$ cat src/rtl/mem_addr_sel.sv
// rtl/mem_addr_sel.sv - memory address source selector with request/ack handshake
//
// Purpose:
//   Selects one of NSRC address sources and validates the access. A bad select,
//   a reserved size or a misaligned address is rejected. An accepted access
//   latches the address and then waits for mem_ack, giving up after TIMEOUT
//   cycles. The outputs mem_req, busy, done and err depend on the state alone.
//
// Ports:
//   clk       in   rising-edge clock
//   reset     in   asynchronous active-low reset
//   src       in   NSRC*WIDTH flattened sources; source k at [k*WIDTH +: WIDTH]
//   sel       in   SELW source select
//   start     in   access request; sampled only in IDLE
//   size      in   2: 00 byte, 01 halfword, 10 word, 11 reserved
//   mem_ack   in   memory accepts the current request
//   addr      out  WIDTH registered address
//   mem_req   out  high while in REQ
//   busy      out  high outside IDLE
//   done      out  one-cycle completion pulse
//   err       out  one-cycle error pulse
//   err_code  out  2: 00 none, 01 bad select, 10 misaligned/reserved, 11 timeout

module mem_addr_sel #(
  parameter int WIDTH   = 32,
  parameter int NSRC    = 8,
  parameter int SELW    = 3,
  parameter int TIMEOUT = 15
) (
  input  logic                    clk,
  input  logic                    reset,
  input  logic [NSRC*WIDTH-1:0]   src,
  input  logic [SELW-1:0]         sel,
  input  logic                    start,
  input  logic [1:0]              size,
  input  logic                    mem_ack,
  output logic [WIDTH-1:0]        addr,
  output logic                    mem_req,
  output logic                    busy,
  output logic                    done,
  output logic                    err,
  output logic [1:0]              err_code
);

  typedef enum logic [1:0] {
    S_IDLE = 2'b00,
    S_REQ  = 2'b01,
    S_DONE = 2'b10,
    S_ERR  = 2'b11
  } state_t;

  localparam logic [1:0] CODE_NONE    = 2'b00;
  localparam logic [1:0] CODE_BAD_SEL = 2'b01;
  localparam logic [1:0] CODE_ALIGN   = 2'b10;
  localparam logic [1:0] CODE_TIMEOUT = 2'b11;

  // The last wait cycle that may still be followed by an ack.
  localparam logic [7:0] CNT_LAST = 8'(TIMEOUT - 1);

  state_t            state_q, state_d;
  logic [WIDTH-1:0]  addr_q, addr_d;
  logic [1:0]        code_q, code_d;
  logic [7:0]        cnt_q, cnt_d;

  logic [WIDTH-1:0]  cand;
  logic              bad_sel;
  logic              bad_align;

  // Mux written as a loop so that an out-of-range select never indexes past src.
  always_comb begin
    cand = '0;
    for (int k = 0; k < NSRC; k++) begin
      if (sel == SELW'(k)) cand = src[k*WIDTH +: WIDTH];
    end
  end

  assign bad_sel = (32'(sel) >= NSRC);

  always_comb begin
    bad_align = 1'b0;
    unique case (size)
      2'b00:   bad_align = 1'b0;
      2'b01:   bad_align = cand[0];
      2'b10:   bad_align = (cand[1:0] != 2'b00);
      default: bad_align = 1'b1;
    endcase
  end

  always_comb begin
    state_d = state_q;
    addr_d  = addr_q;
    code_d  = code_q;
    cnt_d   = cnt_q;
    unique case (state_q)
      S_IDLE: begin
        if (start) begin
          if (bad_sel) begin
            state_d = S_ERR;
            code_d  = CODE_BAD_SEL;
          end else if (bad_align) begin
            state_d = S_ERR;
            code_d  = CODE_ALIGN;
          end else begin
            state_d = S_REQ;
            addr_d  = cand;
            code_d  = CODE_NONE;
            cnt_d   = '0;
          end
        end
      end
      S_REQ: begin
        // An ack arriving in the expiry cycle still completes the access.
        if (mem_ack) begin
          state_d = S_DONE;
        end else if (cnt_q == CNT_LAST) begin
          state_d = S_ERR;
          code_d  = CODE_TIMEOUT;
        end else begin
          cnt_d = cnt_q + 8'd1;
        end
      end
      S_DONE:  state_d = S_IDLE;
      S_ERR:   state_d = S_IDLE;
      default: state_d = S_IDLE;
    endcase
  end

  always_ff @(posedge clk or negedge reset) begin
    if (!reset) begin
      state_q <= S_IDLE;
      addr_q  <= '0;
      code_q  <= CODE_NONE;
      cnt_q   <= '0;
    end else begin
      state_q <= state_d;
      addr_q  <= addr_d;
      code_q  <= code_d;
      cnt_q   <= cnt_d;
    end
  end

  // Outputs decode the state register directly, so reset clears them at once.
  assign mem_req  = (state_q == S_REQ);
  assign busy     = (state_q != S_IDLE);
  assign done     = (state_q == S_DONE);
  assign err      = (state_q == S_ERR);
  assign addr     = addr_q;
  assign err_code = code_q;

endmodule
$ cat config.mk
export PLATFORM = sky130hd
export DESIGN_NAME = mem_addr_sel
export DESIGN_NICKNAME = d
export VERILOG_FILES = /design/src/rtl/mem_addr_sel.sv
export SDC_FILE = /design/constraint.sdc
export NUM_CORES = 1
export LEC_CHECK = 0
export CORE_AREA = 2 2 119 121
export DETAILED_ROUTE_END_ITERATION = 7
export DIE_AREA = 0 0 121 123
export GPL_ROUTABILITY_DRIVEN = 0
export PLACE_DENSITY = 0.7
export SETUP_SLACK_MARGIN = 0.3
export SYNTH_ARGS = -nofsm -noshare
export SYNTH_HDL_FRONTEND = slang
export SYNTH_SLANG_ARGS = --single-unit
$ cat constraint.sdc
create_clock -name clk -period 2.2 [get_ports clk]
set_input_delay 0.44 -clock clk [delete_from_list [all_inputs] [get_ports clk]]
set_output_delay 0.44 -clock clk [all_outputs]
set_load 0.01 [all_outputs]
After elaboration in Yosys (flattened, before gate mapping)
Index checks and enable logic that the tools add are counted.
Storage, ports and cells
  register bits: 44
  latch bits: 0
  RAM bits: 0
  memory bits (read-only): 0
  input bits: 265
  memories: 0
Cells by class
  $add $sub $neg: 1
  multipliers: 0
  divide/modulo/power cells: 0
  $lt $le $gt $ge: 0
  eq/ne operators: 19
  shifts and indexed selects: 0
  multiplexer cells: 23
  bitwise logic cells: 1
  reduce and logical (&&, ||, !) cells: 11
Operator list (count)
  32-bit 2-to-1 mux: 8
  8-bit 2-to-1 mux: 4
  8-bit one-hot mux with 2 select lines: 1
  2-bit 2-to-1 mux: 7
  3-bit equality test (second input constant): 4
  8-bit by 1-bit adder with 8-bit output (second input constant): 1
  8-bit by 4-bit equality test with 1-bit output (second input constant): 1
  2-bit != test (second input constant): 4
  2-bit equality test (second input constant): 3
  3-bit by 2-bit equality test with 1-bit output (second input constant): 2
  2-bit one-hot mux with 3 select lines: 1
  2-bit nonzero test: 3
  5-bit AND reduction: 1
  2-bit by 1-bit equality test with 1-bit output (second input constant): 2
  2-bit zero test: 2
  2-bit one-hot mux with 2 select lines: 1
  4-bit AND reduction: 1
  3-bit by 1-bit equality test with 1-bit output (second input constant): 1
  3-bit zero test: 1
  3-bit by 2-bit != test with 1-bit output (second input constant): 1
  1-bit one-hot mux with 3 select lines: 1
  3-bit AND reduction: 1
  2-bit by 1-bit != test with 1-bit output (second input constant): 1
  2-bit AND reduction: 1
  2 further kinds: 2

Longest topological paths before layout
Gate-level depths: netlist of the first run.
  depth in word-level cells: 14
  mapped depth: 10

Worst setup path before layout of the first run
No wires, ideal clock.
  path kind: input to register
  start point: input sel[1]
  end point: register addr_q[13] (netlist: addr[13])
  library setup time: 125 ps
  arrival time: 2031 ps
  path slack: 44 ps
  cell stages on the path: 6
  path buffers: 3
  cell sequence: buf_2 buf_2 buf_1 mux4_2 a221o_1 mux2_4
Between the ends
  cells in the longest elaborated chain, start to end: 13
  elaborated cells on any way between the ends: 20
  classes of those cells: eq/ne (7); mux (9); bitwise (1); reduce/logical (3)
RTL lines
  start, declared: RTL line 33  | input logic [SELW-1:0] sel,
  3-bit zero test: RTL line 73  | if (sel == SELW'(k)) cand = src[k*WIDTH +: WIDTH];
  32-bit 2-to-1 mux (7 in a row): RTL line 73
  32-bit 2-to-1 mux (*): RTL line 73
  2-bit nonzero test: RTL line 84  | 2'b10: bad_align = (cand[1:0] != 2'b00);
  1-bit one-hot mux with 3 select lines: RTL line 81  | unique case (size)
  1-bit inverter (no line)
  3-bit AND reduction (no line)
  end signal, assigned: RTL line 136  | addr_q <= addr_d;
  end, declared: RTL line 61  | logic [WIDTH-1:0] addr_q, addr_d;
Every way passes the cells marked *; elsewhere a longest branch is shown, timed or not.
A chain may end at the register's enable or synchronous reset.

Worst setup path after layout of the first run
  start point: input src[128]
  end point: register addr_q[26] (netlist: addr[26])
Between the ends
  cells in the longest elaborated chain, start to end: 8
RTL lines
  start, declared: RTL line 32  | input logic [NSRC*WIDTH-1:0] src,
  32-bit 2-to-1 mux (*) (4 in a row): RTL line 73
  2-bit nonzero test: RTL line 84
  1-bit one-hot mux with 3 select lines (*): RTL line 81
  1-bit inverter (no line) (*)
  3-bit AND reduction (no line) (*)
Marks and branches as above.

==> summary.txt, run 1 <==
Status
  • Status: completed

Timing
  • Clock skew: 0.003132 ns
  • WHS: 0.2427 ns
  • Slew margin rel.: 61.05%
  • Fin. Hold Viols: 0
  • Setup WS post-layout: 0.2806 ns
  • Fin crit period: 1.919 ns
  • Max-slew violation count: 0
  • Final setup fails: 0
  • RSZ-0062 raised after global routing: true
  • Worst-Margin Slew: 0.5843 ns
  • Max Fclk: 0.5210 GHz
  • Final period util: 87.25%
  • Setup_tns: 0 ns

Clocking
  • CTS clock-pin slew for the worst setup and hold paths: 0.06 ns
  • CTS tree: yes
  • Clock Tree Buf Depth: 2
  • TritonCTS Buffers: 5
  • Latest clock arrival within the worst-skew pair: 0.28 ns
  • Num Clock Sinks: 44
  • H-tree depth: 2
  • CTS Root Cell: clkbuf_16

Finish
  • Antenna Cells: 0
  • Leading cell types in the layout, fill and taps excluded: 279 x clkdlybuf4s50_1, 42 x dfrtp_1, 40 x buf_4, 36 x nor2_1, 31 x mux2_4
  • Most common cell after layout, fill and taps aside: clkdlybuf4s50_1
  • Cell area after layout: 0.007981 mm^2
  • Final Util: 58.64%
  • Layout cell share with drive strength beyond 1: 24.41%
  • Area growth, synth to finish: 93.89%
  • Layout Nets: 988
  • Fillers: 1180
  • Finished Layout Cells: 901

Drt
  • Vias post-DR: 4628
  • Via-to-Cell Ratio: 5.137
  • DR top layer: met4
  • M1 wire length: 6.855 mm
  • DRC Markers: 0
  • Routed length on met3: 1.134 mm
  • Detailed Route WL: 16.96 mm
  • Routed Antenna Nets: 0
  • Routed wl met2: 8.692 mm
  • Wire length per cell: 18.82 um
  • Number of DRC markers in iteration 0: 187
  • Drt pass-1 iters: 4

Floorplan
  • Initial Utilization: 30.24%
  • Core footprint: 0.01361 mm^2
  • Top-Level Pins: 303
  • Die Y: 123 um
  • Die footprint: 0.01488 mm^2
  • Row Count: 43
  • Die width: 121 um

Yosys
  • #FFs+latches synth: 44
  • Avg Synthesized Cell Area: 10.53 um^2
  • Synthesized cell area: 0.004116 mm^2
  • Yosys top cell by area: dfrtp_1
  • Synth unique cells: 47
  • Async set-reset flop share out of synthesis: 100.0%
  • Ys flop type: dfrtp_1
  • Share of the synthesized area in the top cell type: 26.75%
  • Number of synthesized flops with an enable pin: 0
  • Dominant cells by area after synthesis: dfrtp_1 27%, mux4_2 13%, mux2_4 11%
  • YS warnings: 0
  • Mapped Nets: 658
  • Cells after synthesis: 391
  • Register area share after synthesis: 26.75%

Power and ir drop
  • Total power: 5.439 mW
  • Cell Pwr Density: 681.5 mW/mm^2
  • Leakage: 3.299 nW
  • Worst vdd ir: 0.3096 mV

Placed design
  • IO Port Bufs: 302
  • DP Worst Slack: -0.2108 ns
  • DP HPWL: 13.31 mm
  • Placed Instances: 873
  • Cell Area, Placed: 0.007512 mm^2

Setup path
  • CP arrival: 2.08 ns
  • Crit path launch type: input port
  • Crit path required time: 2.37 ns
  • Worst Setup End Kind: register
  • Worst Setup SP: src[128]
  • Reg2reg path depth: 9
  • Critical Path Fanout Max: 7
  • Worst r2r src: cnt_q[0]
  • Setup Crit Path Kind: in -> reg

Global route
  • Largest net degree at the start of global routing: 45
  • GRT overflow: 0
  • Global-route wire length before repair: 25.21 mm
  • Global-route usage over all layers: 21.88%
  • Vias in the first global route: 4821
  • Initial antenna violation count: 0

Run
  • Max Cap Viol: 0

Hold path
  • Worst Hold Class: in -> async
## cells by family (layout without fill, tap and decap cells)
| kind of cell | Yosys count | after routing | share of synthesized area (%) |
|---|---|---|---|
| AND/OR/NAND/NOR | 93 | 93 | 10.70 |
| multiplexers | 108 | 108 | 38.02 |
| buffers and inverters | 42 | 372 | 5.319 |
| flip-flops | 44 | 44 | 26.75 |
| adder cells (fa/ha/maj) | 2 | 2 | 0.6078 |
| AO/OA/AOI/OAI | 102 | 102 | 18.60 |
## sequential cells by signal (all words and copies together), names as in the netlist
signal / flops
state_q: 2
err_code: 2
cnt_q: 8
addr: 32
## where the power goes
part | total [mW] | internal, mW | switching [mW]
logic | 3.33 | 2.14 | 1.19
registers | 1.40 | 1.16 | 0.241
clock network | 0.703 | 0.413 | 0.290
total | 5.44 | 3.72 | 1.72
## final cells by class
class	instances	area [um^2]	share of cell area, %
clock buffer	6	128.9	1.615
clock inverter	1	5.005	0.06271
inverter	7	26.28	0.3292
multi-input combinational	305	2861	35.85
sequential	44	1104	13.83
tap	180	225.2	2.822
timing repair buffer	358	3631	45.49
## what timing repair did
item / 4_1_cts / 5_1_grt
buffers inserted: 9 / 6
gates cloned: 5 / 1
endpoints found under the setup margin: 41 / 43
gates resized for setup: 57 / 12
hold buffers: 0 / 0
pin swaps: 14 / 7
## worst paths after layout
kind	slack, ns	end
setup reg to reg	0.30	cnt_q[3]
hold / removal	0.24	addr[5]
min in group clk	0.51	addr[2]
max in group asynchronous	1.53	state_q[1]
setup / recovery	0.28	addr[26]
hold reg to reg	0.51	addr[2]
## metal layers
layer | global-route usage, % | vias up
met5 | 0 | -
met4 | 4.797 | 0
met3 | 4.244 | 23
met2 | 38.90 | 189
met1 | 27.51 | 2231
li1 | - | 2185
## synth_stat cells, types with 2 or more instances
| library cell | number |
|---|---|
| dfrtp_1 | 44 |
| nor2_1 | 38 |
| mux2_2 | 31 |
| mux2_4 | 29 |
| mux2i_1 | 24 |
| mux4_2 | 24 |
| nand2_1 | 23 |
| a221o_1 | 19 |
| a22oi_1 | 18 |
| a21oi_1 | 15 |
| o21ai_0 | 13 |
| clkbuf_1 | 12 |
| buf_2 | 10 |
| a22o_1 | 9 |
| o221ai_1 | 9 |
| inv_1 | 7 |
| nand2b_1 | 7 |
| buf_1 | 6 |
| buf_6 | 6 |
| nand3_1 | 4 |
| nor2b_1 | 4 |
| nor3_1 | 4 |
| o31ai_1 | 4 |
| and3_1 | 3 |
| a31oi_1 | 2 |
| and2_1 | 2 |
| ha_1 | 2 |
| o21ai_1 | 2 |
| o41ai_1 | 2 |
## worst max-delay path, cell delays in order
cell	delay (ns)
clkdlybuf4s15_1	0.18
mux2i_1	0.07
mux4_2	0.47
a21o_1	0.21
nand2_4	0.08
nor2_4	0.04
buf_6	0.15
buf_12	0.15
mux2_4	0.29
(Power assumes the default switching activity.)
==> run 2: changes to the inputs <==
==> constraint.sdc (replaced) <==
create_clock -name clk -period 2.2 [get_ports clk]
set_input_delay 0.44 -clock clk [delete_from_list [all_inputs] [get_ports clk]]
set_output_delay 0.44 -clock clk [all_outputs]
set_load 0.005 [all_outputs]
==> summary.txt, run 2 (synthesis results as in run 1) <==
Timing
  • Worst-Margin Slew: 0.5856 ns (+0.001338 ns)
  • RSZ-0062 raised after global routing: true
  • Final setup fails: 0 (unchanged)
  • Fin crit period: 1.917 ns (-0.001976 ns)
  • WHS: 0.2422 ns (-0.0004840 ns)
  • Final period util: 87.16% (-0.090 points)
  • Max Fclk: 0.5215 GHz (+0.10%)
  • Max-slew violation count: 0 (unchanged)
  • Fin. Hold Viols: 0 (unchanged)
  • Slew margin rel.: 60.96% (-0.089 points)
  • Clock skew: 0.003081 ns (-0.00005132 ns)

Placed design
  • IO Port Bufs: 302 (unchanged)
  • Placed Instances: 873 (unchanged)
  • DP HPWL: 13.31 mm (unchanged)

Finish
  • Finished Layout Cells: 903 (+0.22%)
  • Layout Nets: 990 (+0.20%)
  • Antenna Cells: 0 (unchanged)
  • Area of the multi-input gates: 0.002900 mm^2 (+1.4%)
  • Fillers: 1177 (-0.25%)
  • Area growth, synth to finish: 95.29%
  • Largest register FFs: 32 (unchanged)
  • Layout cell share with drive strength beyond 1: 25.73% (+1.3 points)
  • Sequential cell area: 0.001104 mm^2 (unchanged)
  • Most common cell after layout, fill and taps aside: clkdlybuf4s50_1
  • Leading cell types in the layout, fill and taps excluded: 277 x clkdlybuf4s50_1, 43 x buf_4, 42 x dfrtp_1, 36 x nor2_1, 31 x mux2_2

Floorplan
  • Row Count: 43 (unchanged)
  • Initial Utilization: 30.24% (unchanged)
  • Die width: 121 um (unchanged)
  • Die footprint: 0.01488 mm^2 (unchanged)
  • Die Y: 123 um (unchanged)
  • Core footprint: 0.01361 mm^2 (unchanged)
  • Top-Level Pins: 303 (unchanged)

Global route
  • Global-route usage over all layers: 21.90% (+0.030 points)
  • Global-route wire length before repair: 25.25 mm (+0.19%)
  • Vias in the first global route: 4845 (+0.50%)
  • Largest net degree at the start of global routing: 45 (unchanged)
  • Initial antenna violation count: 0 (unchanged)
  • GRT overflow: 0 (unchanged)

Hold path
  • Worst Hold Class: in -> async

Drt
  • Via-to-Cell Ratio: 5.128 (-0.16%)
  • Detailed Route WL: 17.03 mm (+0.44%)
  • Number of DRC markers in iteration 0: 212 (+13%)
  • Routed Antenna Nets: 0 (unchanged)
  • Drt pass-1 iters: 4 (unchanged)
  • DRC Markers: 0 (unchanged)
  • Wire length per cell: 18.86 um (+0.22%)
  • Vias post-DR: 4631 (+0.065%)

Power and ir drop
  • Total power: 5.356 mW (-1.5%)
  • Worst vdd ir: 0.3084 mV (-0.39%)
  • Cell Pwr Density: 666.3 mW/mm^2 (-2.2%)
  • Leakage: 3.345 nW (+1.4%)

Setup path
  • Worst Setup End Kind: register
  • Critical path's top delay family: multiplexers
  • WP buf/inv: 3 (unchanged)
  • R2r setup slk: 0.30 ns (about the same)
  • Setup Crit Path Kind: in -> reg
  • Worst Setup SP: src[128]
  • Worst r2r src: cnt_q[0]
  • Crit path required time: 2.36 ns (about the same)
  • Crit path launch type: input port
  • Critical Path Fanout Max: 7 (unchanged)
  • CP Cell Sequence: clkdlybuf4s15_1 -> mux2i_1 -> mux4_2 -> a21o_1 -> nand2_4 -> nor2_4 -> buf_6 -> buf_12 -> mux2_4
  • Slowest cell on crit path: mux4_2
  • CP arrival: 2.08 ns (about the same)
  • Crit path largest cell delay: 0.47 ns (about the same)

Clocking
  • Clock Tree Buf Depth: 2 (unchanged)
  • CTS tree: yes
  • CTS Root Cell: clkbuf_16
  • H-tree depth: 2 (unchanged)
  • Num Clock Sinks: 44 (unchanged)
  • CTS clock-pin slew for the worst setup and hold paths: 0.06 ns (about the same)
  • Latest clock arrival within the worst-skew pair: 0.28 ns (about the same)
  • TritonCTS Buffers: 5 (unchanged)

Status
  • Status: completed

Run
  • Max Cap Viol: 0 (unchanged)
run 2: changes by cell type in the layout (fill, tap and decap cells not counted), moves of 2 or more:
cell | previous run | this run
buf_4 | 40 | 43
clkdlybuf4s50_1 | 279 | 277
dlygate4sd2_1 | 6 | 4
dlymetal6s2s_1 | 1 | 3
mux2_2 | 29 | 31
mux2_4 | 31 | 29
nand2b_1 | 6 | 4
nand2b_4 | 1 | 3
run 2: worst paths after layout:
path,depth (start not counted),endpoint
setup / recovery,9,addr[26]
hold / removal,2,addr[5]
setup reg to reg,9,cnt_q[3]
hold reg to reg,1,addr[2]
max in group asynchronous,2,state_q[0]
min in group clk,1,addr[2]
run 2: repair_timing:
action | 4_1_cts | 5_1_grt
pin swaps | 14 | 8
buffers inserted | 12 | 5
setup endpoints to repair | 39 | 43
gates cloned | 5 | 1
gates resized for setup | 56 | 22
hold buffers | 0 | 0
run 2: metal layers:
metal	track usage, %	share of wire (%)	vias to the layer above
li1	-	-	2189
met1	27.37	41	2236
met2	39.04	51	183
met3	4.428	6.5	23
met4	4.797	1.6	0
met5	0	0	-
run 2: area by class of cell:
cell class | instances | area share (%)
Inverter | 7 | 0.3268
Tap cell | 180 | 2.802
Sequential cell | 44 | 13.73
Timing Repair Buffer | 360 | 45.40
Multi-Input combinational cell | 305 | 36.08
Clock inverter | 1 | 0.06226
Clock buffer | 6 | 1.603
run 2: metrics by stage:
| step | utilization (%) | worst slack (ns) | cell area [um^2] | TNS [ns] |
|---|---|---|---|---|
| floorplan | - | 0.08248 | 4144 | 0 |
| global placement | 55.19 | -0.1982 | 7512 | -5.906 |
| detailed placement | 55.19 | -0.2108 | 7512 | -6.304 |
| CTS | 58.08 | 0.2466 | 7905 | 0 |
| global route | 59.06 | 0.2187 | 8039 | 0 |
| finish | 59.06 | 0.2825 | 8039 | 0 |
run 2: report_power, final:
part | switching [mW] | total, mW | internal, mW
Sequential | 0.240 | 1.40 | 1.16
Combinational | 1.09 | 3.25 | 2.17
Clock | 0.291 | 0.704 | 0.413
==> run 3: changes to the inputs <==
--- a/config.mk
+++ b/config.mk
@@ -5,11 +5,11 @@
 export SDC_FILE = /design/constraint.sdc
 export NUM_CORES = 1
 export LEC_CHECK = 0
-export CORE_AREA = 2 2 119 121
+export CORE_AREA = 2 2 117 119
 export DETAILED_ROUTE_END_ITERATION = 7
-export DIE_AREA = 0 0 121 123
+export DIE_AREA = 0 0 119 121
 export GPL_ROUTABILITY_DRIVEN = 0
-export PLACE_DENSITY = 0.7
+export PLACE_DENSITY = 0.75
 export SETUP_SLACK_MARGIN = 0.3
 export SYNTH_ARGS = -nofsm -noshare
 export SYNTH_HDL_FRONTEND = slang
==> constraint.sdc (replaced) <==
create_clock -name clk -period 1.7 [get_ports clk]
set_input_delay 0.34 -clock clk [delete_from_list [all_inputs] [get_ports clk]]
set_output_delay 0.34 -clock clk [all_outputs]
set_load 0.005 [all_outputs]
==> summary.txt, run 3 (synthesis results as in run 1) <==
Timing
  • Worst-Margin Slew: 0.7538 ns (+0.1682 ns)
  • Setup WS post-layout: -0.1689 ns (-0.4514 ns)
  • Max-slew violation count: 0 (unchanged)
  • Final setup fails: 39 (+39)
  • Final period util: 109.9%
  • Fin crit period: 1.869 ns
  • Clock skew: 0.004822 ns (+0.001740 ns)
  • RSZ-0062 raised after global routing: true
  • Fin. Hold Viols: 0 (unchanged)
  • WHS: 0.07260 ns (-0.1696 ns)
  • Slew margin rel.: 49.69% (-11 points)
  • Setup_tns: -5.549 ns (-5.549 ns)
  • Max Fclk: 0.5351 GHz

Clocking
  • Clock Tree Buf Depth: 2 (unchanged)
  • Num Clock Sinks: 44 (unchanged)
  • CTS tree: yes
  • CTS clock-pin slew for the worst setup and hold paths: 0.06 ns (about the same)
  • CTS Root Cell: clkbuf_16
  • Cts hold-fix bufs: 0 (unchanged)
  • Latest clock arrival within the worst-skew pair: 0.28 ns (about the same)
  • TritonCTS Buffers: 5 (unchanged)
  • H-tree depth: 2 (unchanged)

Drt
  • Number of DRC markers in iteration 0: 244 (+15%)
  • Via-to-Cell Ratio: 5.168 (+0.77%)
  • Vias post-DR: 4765 (+2.9%)
  • Wire length per cell: 19.71 um (+4.5%)
  • Routed Antenna Nets: 0 (unchanged)
  • Detailed Route WL: 18.17 mm (+6.7%)
  • DRC Markers: 0 (unchanged)
  • Drt pass-1 iters: 4 (unchanged)

Setup path
  • Slowest cell on crit path: or4b_4
  • Critical path's top delay family: simple AND/OR/NAND/NOR gates
  • R2r setup slk: -0.17 ns (-0.47 ns)
  • Worst Setup End Kind: register
  • CP arrival: 2.04 ns (-0.04 ns)
  • Crit path launch type: register
  • Setup Crit Path Kind: reg -> reg
  • Reg-to-Reg End: cnt_q[3]
  • CP Cell Sequence: inv_1 -> ha_1 -> or4b_4 -> nor3_4 -> a21boi_4 -> nand4_1 -> mux2i_1 -> nand2_1
  • Critical Path Fanout Max: 4 (-3)
  • Reg2reg path depth: 8 (-1)
  • Crit path required time: 1.87 ns (-0.49 ns)
  • WP buf/inv: 1 (-2)
  • Worst r2r src: cnt_q[0]
  • Crit path largest cell delay: 0.47 ns (about the same)

Placed design
  • DP HPWL: 14.10 mm (+5.9%)
  • IO Port Bufs: 302 (unchanged)
  • DP Worst Slack: -0.6438 ns (-0.4331 ns)
  • Cell Area, Placed: 0.007695 mm^2 (+2.4%)
  • Placed Instances: 885 (+1.4%)

Power and ir drop
  • Sequential Power Share: 25.8% (-0.4 points)
  • Cell internal pwr: 4.890 mW (+31%)
  • Leakage: 3.528 nW (+5.5%)
  • Clock share of power: 13.6% (+0.5 points)
  • Sw Share: 32.27% (+2.1 points)
  • Cell Pwr Density: 868.8 mW/mm^2 (+30%)
  • Worst vdd ir: 0.4201 mV (+36%)
  • Combinational power share: 60.6% (about the same)
  • P_sw: 2.330 mW (+44%)
  • Total power: 7.220 mW (+35%)

Finish
  • Leading cell types in the layout, fill and taps excluded: 243 x clkdlybuf4s50_1, 46 x buf_4, 42 x dfrtp_1, 39 x dlygate4sd2_1, 36 x nor2_1
  • Most common cell after layout, fill and taps aside: clkdlybuf4s50_1
  • Area growth, synth to finish: 101.9%
  • Layout Nets: 1009 (+1.9%)
  • Final Util: 63.51% (+4.5 points)
  • Cell area after layout: 0.008310 mm^2 (+3.4%)
  • Fillers: 1023 (-13%)
  • Layout cell share with drive strength beyond 1: 29.74% (+4.0 points)
  • Largest register FFs: 32 (unchanged)
  • Finished Layout Cells: 922 (+2.1%)

Global route
  • GRT overflow: 0 (unchanged)
  • Initial antenna violation count: 4 (+4)
  • Vias in the first global route: 5210 (+7.5%)
  • Global-route usage over all layers: 24.47% (+2.6 points)
  • Largest net degree at the start of global routing: 30 (-33%)
  • Global-route wire length before repair: 27.54 mm (+9.1%)

Run
  • Max Cap Viol: 0 (unchanged)

Floorplan
  • Core footprint: 0.01309 mm^2 (-3.9%)
  • Row Count: 42 (-2.3%)
  • Initial Utilization: 31.46% (+1.2 points)
  • Top-Level Pins: 303 (unchanged)
  • Die Y: 121 um (-1.6%)
  • Die footprint: 0.01440 mm^2 (-3.3%)
  • Die width: 119 um (-1.7%)

Status
  • Failing checks: negative setup slack
  • Status: finished, violations left

Hold path
  • Worst Hold Class: in -> async
==> run 3: cell types whose count changed in the layout (fill, tap and decap cells not counted), moves of 4 or more <==
cell / change
dlygate4sd2_1: +35
clkdlybuf4s50_1: -34
buf_6: +18
o21ai_0: -6
buf_12: +4
clkdlybuf4s15_1: -4
o21ai_2: +4
==> run 3: power groups by stage <==
stage | Clock, mW | Combinational [mW] | Sequential [mW]
after detailed placement | 0 | 3.86 | 1.83
after floorplan | 0 | 1.68 | 1.80
after CTS | 1.02 | 4.13 | 1.83
final | 0.981 | 4.38 | 1.86
after global placement | 0 | 3.75 | 1.82
after global routing | 1.06 | 4.65 | 1.91
==> run 3: per-layer routing <==
layer	up-vias	track usage, %	part of all wire [%]
met5	-	0	0.072
met4	2	6.696	1.8
met3	32	7.331	7.4
met2	232	43.89	52
met1	2270	28.29	39
li1	2229	-	-
==> run 3: how the worst max path moves through the flow <==
stage,startpoint,endpoint,slack [ns],depth (start not counted)
2_1_floorplan,sel[0],addr[19],-0.32,8
3_3_place_gp,src[224],addr[7],-0.61,8
3_5_place_dp,src[224],addr[26],-0.64,8
4_1_cts,sel[0],addr[26],-0.14,9
5_1_grt,cnt_q[0],cnt_q[3],-0.24,8
6_report,cnt_q[0],cnt_q[3],-0.17,8
==> run 3: cell type report <==
class / instances / area, um^2 / share of cell area (%)
diodes: 3 / 7.507 / 0.09033
clock buffers: 8 / 146.4 / 1.762
inverters: 7 / 33.78 / 0.4065
multi-input cells: 305 / 3003 / 36.13
flip-flops and latches: 44 / 1104 / 13.28
well taps: 176 / 220.2 / 2.650
repair buffers: 379 / 3796 / 45.68
==> run 3: what timing repair did <==
item,in CTS,in global routing
setup endpoints to repair,81,47
setup buffers,18,5
gates resized for setup,145,26
hold endpoints to repair,0,0
pin swaps,13,6
gates cloned,3,0
